`src/rtl/pressurize.sv`:
```
// Airlock chamber refill controller: vented chamber is refilled on request while doors stay
// sealed; pressurized rises PRESS_CYCLES edges after the accepting edge.
module pressurize #(
    parameter int unsigned PRESS_CYCLES = 6,
    parameter int unsigned CNT_W        = 4
) (
    input  logic clk,
    input  logic rst,
    input  logic pressurizeCtrl,
    input  logic evacuated,
    input  logic doorSealed,
    output logic pressurized,
    output logic pressurizing,
    output logic evacClr,
    output logic fault
);

    typedef enum logic [1:0] {
        StPressurized,
        StVented,
        StFilling,
        StFault
    } state_e;

    // Loaded on the accepting edge, so expiry (counter==0) is seen PRESS_CYCLES-1 edges later.
    localparam logic [CNT_W-1:0] Reload = CNT_W'(PRESS_CYCLES - 1);

    state_e           state_q, state_d;
    logic [CNT_W-1:0] cnt_q, cnt_d;
    logic             clr_q, clr_d;

    always_ff @(posedge clk or posedge rst) begin
        if (rst) begin
            state_q <= StPressurized;
            cnt_q   <= '0;
            clr_q   <= 1'b0;
        end else begin
            state_q <= state_d;
            cnt_q   <= cnt_d;
            clr_q   <= clr_d;
        end
    end

    always_comb begin
        state_d = state_q;
        cnt_d   = cnt_q;
        clr_d   = 1'b0;
        case (state_q)
            StPressurized: begin
                if (evacuated) state_d = StVented;
            end
            StVented, StFault: begin
                if (pressurizeCtrl && doorSealed) begin
                    state_d = StFilling;
                    cnt_d   = Reload;
                end
            end
            StFilling: begin
                // An unsealed door wins over counter expiry on the same edge.
                if (!doorSealed) begin
                    state_d = StFault;
                    cnt_d   = '0;
                end else if (cnt_q == '0) begin
                    state_d = StPressurized;
                    clr_d   = 1'b1;
                end else begin
                    cnt_d = cnt_q - CNT_W'(1);
                end
            end
            default: begin
                state_d = StPressurized;
                cnt_d   = '0;
            end
        endcase
    end

    assign pressurized  = (state_q == StPressurized);
    assign pressurizing = (state_q == StFilling);
    assign fault        = (state_q == StFault);
    assign evacClr      = clr_q;

endmodule

```
`config.mk`:
```
export PLATFORM = sky130hd
export DESIGN_NAME = pressurize
export DESIGN_NICKNAME = d
export VERILOG_FILES = /design/src/rtl/pressurize.sv
export SDC_FILE = /design/constraint.sdc
export NUM_CORES = 1
export LEC_CHECK = 0
export CORE_AREA = 2 2 39 41
export DETAILED_ROUTE_END_ITERATION = 8
export DIE_AREA = 0 0 41 43
export PLACE_DENSITY = 0.62
export SETUP_SLACK_MARGIN = 0.3
export SLEW_MARGIN = 20
export SYNTH_ARGS = -nofsm -noshare
export SYNTH_HDL_FRONTEND = slang
export SYNTH_SLANG_ARGS = --single-unit
```
`constraint.sdc`:
```
create_clock -name clk -period 3.8 [get_ports clk]
set_input_delay 0.76 -clock clk [delete_from_list [all_inputs] [get_ports clk]]
set_output_delay 0.76 -clock clk [all_outputs]
set_load 0.01 [all_outputs]
```
Yosys cells after proc, flatten, opt, wreduce, memory -nomap -nowiden

Cells that the tools add are included.

Memory bits (read-only): 0
Latch bits: 0
Output and inout bits: 4
Bits in writable memories: 0
Register bits: 7
Memories kept: 0
Input bits: 5

Div/mod/pow operators: 0
Bitwise gates (word level): 0
Add/sub/neg operators: 1
Equal/unequal tests: 7
Mux-type cells: 12
$mul: 0
$lt $le $gt $ge: 0
Reduce and logical (&&, ||, !) cells: 7
Shift operators: 0

Operators with widths:

| kind                                                | count |
|---|---|
| two-way mux 4 bit                                   | 3 |
| two-way mux 2 bit                                   | 4 |
| one-hot mux 4 bit (2 select lines)                  | 1 |
| one-hot mux 2 bit (3 select lines)                  | 1 |
| AND reduction 3 bit                                 | 2 |
| equality test 2 bit, second input constant          | 2 |
| logical NOT 4 bit                                   | 1 |
| != test 2 bit, second input constant                | 2 |
| subtractor 4 x 1 -> 4 bit, second input constant    | 1 |
| two-way mux 1 bit                                   | 3 |
| != test 3 x 2 -> 1 bit, second input constant       | 1 |
| != test 3 bit, second input constant                | 1 |
| equality test 2 x 1 -> 1 bit, second input constant | 1 |
| logical NOT 2 bit                                   | 1 |
| nonzero test 2 bit                                  | 1 |
| OR reduction 2 bit                                  | 1 |
| logical AND 1 bit                                   | 1 |

Longest topological paths before layout

Word-level depth: 4
Depth in mapped cells: 5
Depth with buffers taken out: 5

Worst setup path after synthesis

Ideal clock, no wire load.

Path kind: input-to-reg
From: input doorSealed
To: register cnt_q[3]
Required time: 3,731 ps
Arrival: 1,555 ps
Cell stages on the path: 4
Library setup time: 69 ps
Path slack: 2,176 ps
Cell sequence: clkbuf_2 > nand3b_1 > or4_1 > nand3_1

Cells in the longest elaborated chain, start to end: 3

RTL lines:

| item                          | RTL line | RTL |
|---|---|---|
| from (decl)                   | 11       | `input logic doorSealed,` |
| logical AND 1 bit             | 53       | `if (pressurizeCtrl && doorSealed) begin` |
| != test 2 bit (no line)       | -        |  |
| AND reduction 3 bit (no line) | -        |  |
| to (signal assigned)          | 39       | `cnt_q <= cnt_d;` |
| to (decl)                     | 29       | `logic [CNT_W-1:0] cnt_q, cnt_d;` |

Parallel ways exist; a longest one is shown, timed or not.
A chain may end at the register's enable or synchronous reset.

Worst setup path in the final report

From: register state_q[0]
To: output pressurizing

Cells in the longest elaborated chain, start to end: 1

RTL lines:

| item                   | RTL line | RTL |
|---|---|---|
| from (decl)            | 28       | `state_e state_q, state_d;` |
| from (signal assigned) | 34       | `state_q <= StPressurized;` |
| from (signal assigned) | 38       | `state_q <= state_d;` |
| equality test 2 bit    | 78       | `assign pressurizing = (state_q == StFilling);` |
| to (decl)              | 13       | `output logic pressurizing,` |

No other way between the ends.

==> impl_results.md <==
- Post-Syn Nets: 57
- Syn_area_per_cell: between 8 and 9 µm²
- Clock H-tree levels: 1
- R2r endpoint: cnt_q[3]
- Tot GR Track Use: between 10 and 15%
- Setup bufs post-CTS: 0
- Max IR drop VDD: 0.0002011 V
- Crit start category: register
- Fill count: roughly 140
- Final min period: approximately 2.3 ns
- CP max stage delay: between 0.5 and 0.6 ns
- Inserted Clock Buffers: 3
- Hold buffers post-CTS: 0
- Final period utilization: just over 60%
- Critical Path AT: ~1.6 ns
- Max frequency: around 430 MHz
- Largest net degree at the start of global routing: 9
- Synth warnings: 0
- Post-DP HPWL: ~660 µm
- Vias in the first global route: roughly 360
- Setup crit start: state_q[0]
- Rows: 14
- Fin area: 545.5 µm²
- Hold Fails Final Rpt: 0
- Max-Cap Viols: 0
- RSZ-0062 raised after global routing: no
- CP Data Required Time: a little over 3 ns
- Routed Wire Length: 860 µm
- Clock Sinks: 7
- Skew-Pair Late Insertion Delay: about 0.25 ns
- Hold WC Path Type: register to register
- End point of the critical path: pressurizing
- Root Buffer: clkbuf_4
- Placed Instance Area: between 500 and 600 µm²
- Setup violators final: 0
- P per Cell Area: 572.1 mW/mm²
- Routed len/inst: approximately 11 µm
- Clock buffer depth: 2
- Nets: between 60 and 70
- Synth cell types: 24
- # diodes: 0
- Hold path depth: 2
- Post-synthesis sequential area ratio: 41.30%
- Core area: roughly 0.0014 mm²
- Drt first pass iters: 4
- Wire length of the first global-routing pass: between 1500 and 2000 µm
- Synth Instances: 50
- Synthesized flop and latch total: 7
- CTS tree: built
- Worst Max-Slew Pin Slew: 0.3212 ns
- Number of remaining DRC errors: 0
- Layout cells sized above 1: a little over 8%
- CP endpoint kind: output port
- Flop2flop setup slack: roughly 2.3 ns
- Worst Setup Path Type: register to output port
- Worst Reg-to-Reg Cells: 5
- 1st-iter DRT viols: 7
- Reg-to-Reg Start: cnt_q[0]
- Status: finished, final reports clean
- Die H: about 43 µm
- Antenna-violating nets left: 0
- Rel. slew slack: between 70% and 80%
- Fin Setup TNS: 0 ns
- Clk slew on worst S/H paths: roughly 0.050 ns
- Crit-path slowest cell: clkdlybuf4s50_1
- Placer congestion estimate: 0.8712
- Initial core utilization: 30.65%
- Slew Limit Fails: 0
- Top-Level Pins: 9
- Crit-path max FO: 8
- Final Core Density: between 30% and 40%
- Area growth syn-to-layout: 28.61%
- Leak Pwr: 0.0002459 µW
- Die area: about 0.0018 mm²
- Port buffer count: 8
- # resized after CTS: 0
- Grt ovf: 0
- Layout Skew: 0.005218 ns
- Initial antenna violation count: 0
- Via count: 395
- Crit path cell chain: nand2b_1 > inv_2 > clkdlybuf4s50_1
- Vias per inst: approximately 5.1
- Cell Area, Synth: 424.2 µm²
- Die width: about 41 µm
-- metal layers --
layer,part of all wire (%),track usage [%],up-vias
li1,-,-,200
met1,48,18.95,176
met2,42,15.63,15
met3,5.8,4.712,4
met4,4.7,14.67,0
met5,0,0,-
-- worst min path at each step --
stage	startpoint	endpoint	slack, ns
6_report	cnt_q[1]	cnt_q[1]	0.56
5_1_grt	cnt_q[1]	cnt_q[1]	0.61
4_1_cts	cnt_q[1]	cnt_q[1]	0.57
3_5_place_dp	cnt_q[1]	cnt_q[1]	0.56
3_3_place_gp	cnt_q[1]	cnt_q[1]	0.55
2_1_floorplan	cnt_q[1]	cnt_q[1]	0.52
-- registers in the layout, indices dropped and copies added (netlist names) --
register and cells:
cnt_q 4, evacClr 1, state_q 2
-- Yosys cell counts --
library cell,instances,area [µm²]
dfrtp_1,7,175.2
nand2_1,7,26.28
nand3_1,6,30.03
inv_1,5,18.77
nor2_1,3,11.26
ha_1,2,25.02
nand4_1,2,12.51
or4_1,2,15.01
a211o_1,1,8.760
a21oi_1,1,5.000
a31o_1,1,8.760
a31oi_1,1,6.260
clkbuf_2,1,5.000
inv_2,1,3.750
nand2b_1,1,6.260
nand3b_1,1,7.510
nand4bb_1,1,11.26
nor2b_1,1,6.260
nor3_1,1,5.000
nor3b_1,1,7.510
nor4b_1,1,8.760
o21ai_0,1,5.000
or3_1,1,6.260
or3b_2,1,8.760
-- cells in the final DEF, fill, tap and decap left out --
cell and instances:
nand3b_1 1, a31oi_1 1, ha_1 2, or3b_2 1, dfrtp_1 7, or3_1 1, or4_1 2, nor2b_1 1
nor4b_1 1, clkdlybuf4s50_1 8, nand4_1 2, a21oi_1 1, clkbuf_1 1, a211o_1 1, o21ai_0 1, a31o_1 1
nor3_1 1, clkbuf_4 3, inv_1 5, nand3_1 6, nand4bb_1 1, nor3b_1 1, nand2_1 7, nand2b_1 1
nor2_1 3, inv_2 1
-- stage by stage --
step / power, µW / worst slack (ns) / instances / hold slack [ns]
final: 312.1 / 1.457 / 77 / 0.5587
after global placement: 248.3 / 1.618 / 73 / 0.5516
after CTS: 314.6 / 1.452 / 77 / 0.5705
after floorplan: 207.3 / 2.176 / 50 / 0.5201
after global routing: 345.6 / 1.369 / 77 / 0.6089
after detailed placement: 246.0 / 1.609 / 73 / 0.5579
-- final cells by class --
| class | count | area, µm² | share of cell area, % |
|---|---|---|---|
| multi-input combinational | 36 | 221.5 | 40.60 |
| clock buffer | 4 | 26.28 | 4.817 |
| sequential | 7 | 175.2 | 32.11 |
| inverter | 6 | 22.52 | 4.128 |
| timing repair buffer | 8 | 80.08 | 14.68 |
| tap | 16 | 20.02 | 3.670 |
-- worst max-delay path, delay by kind of cell, from the launching register on --
| kind | cells | cell delay [ns] |
|---|---|---|
| flip-flops | 1 | 0.44 |
| AND/OR/NAND/NOR | 1 | 0.25 |
| buffers and inverters | 2 | 0.64 |
-- where the power goes --
group | leakage, µW | switching [µW] | internal [µW]
Clock | 0.0000150 | 27.9 | 40.1
Combinational | 0.000148 | 58.2 | 62.8
Sequential | 0.0000827 | 27.3 | 95.8
Total | 0.000246 | 113 | 199
-- cell families after synthesis --
family                     share of synthesized area [%]
and+or+nand+nor                                    38.35
DFF                                                41.30
AOI/OAI and AO/OA                                  7.964
buffers and inverters                              6.488
adders and majority gates                          5.899
No activity file was read; power rests on OpenSTA's default activity.
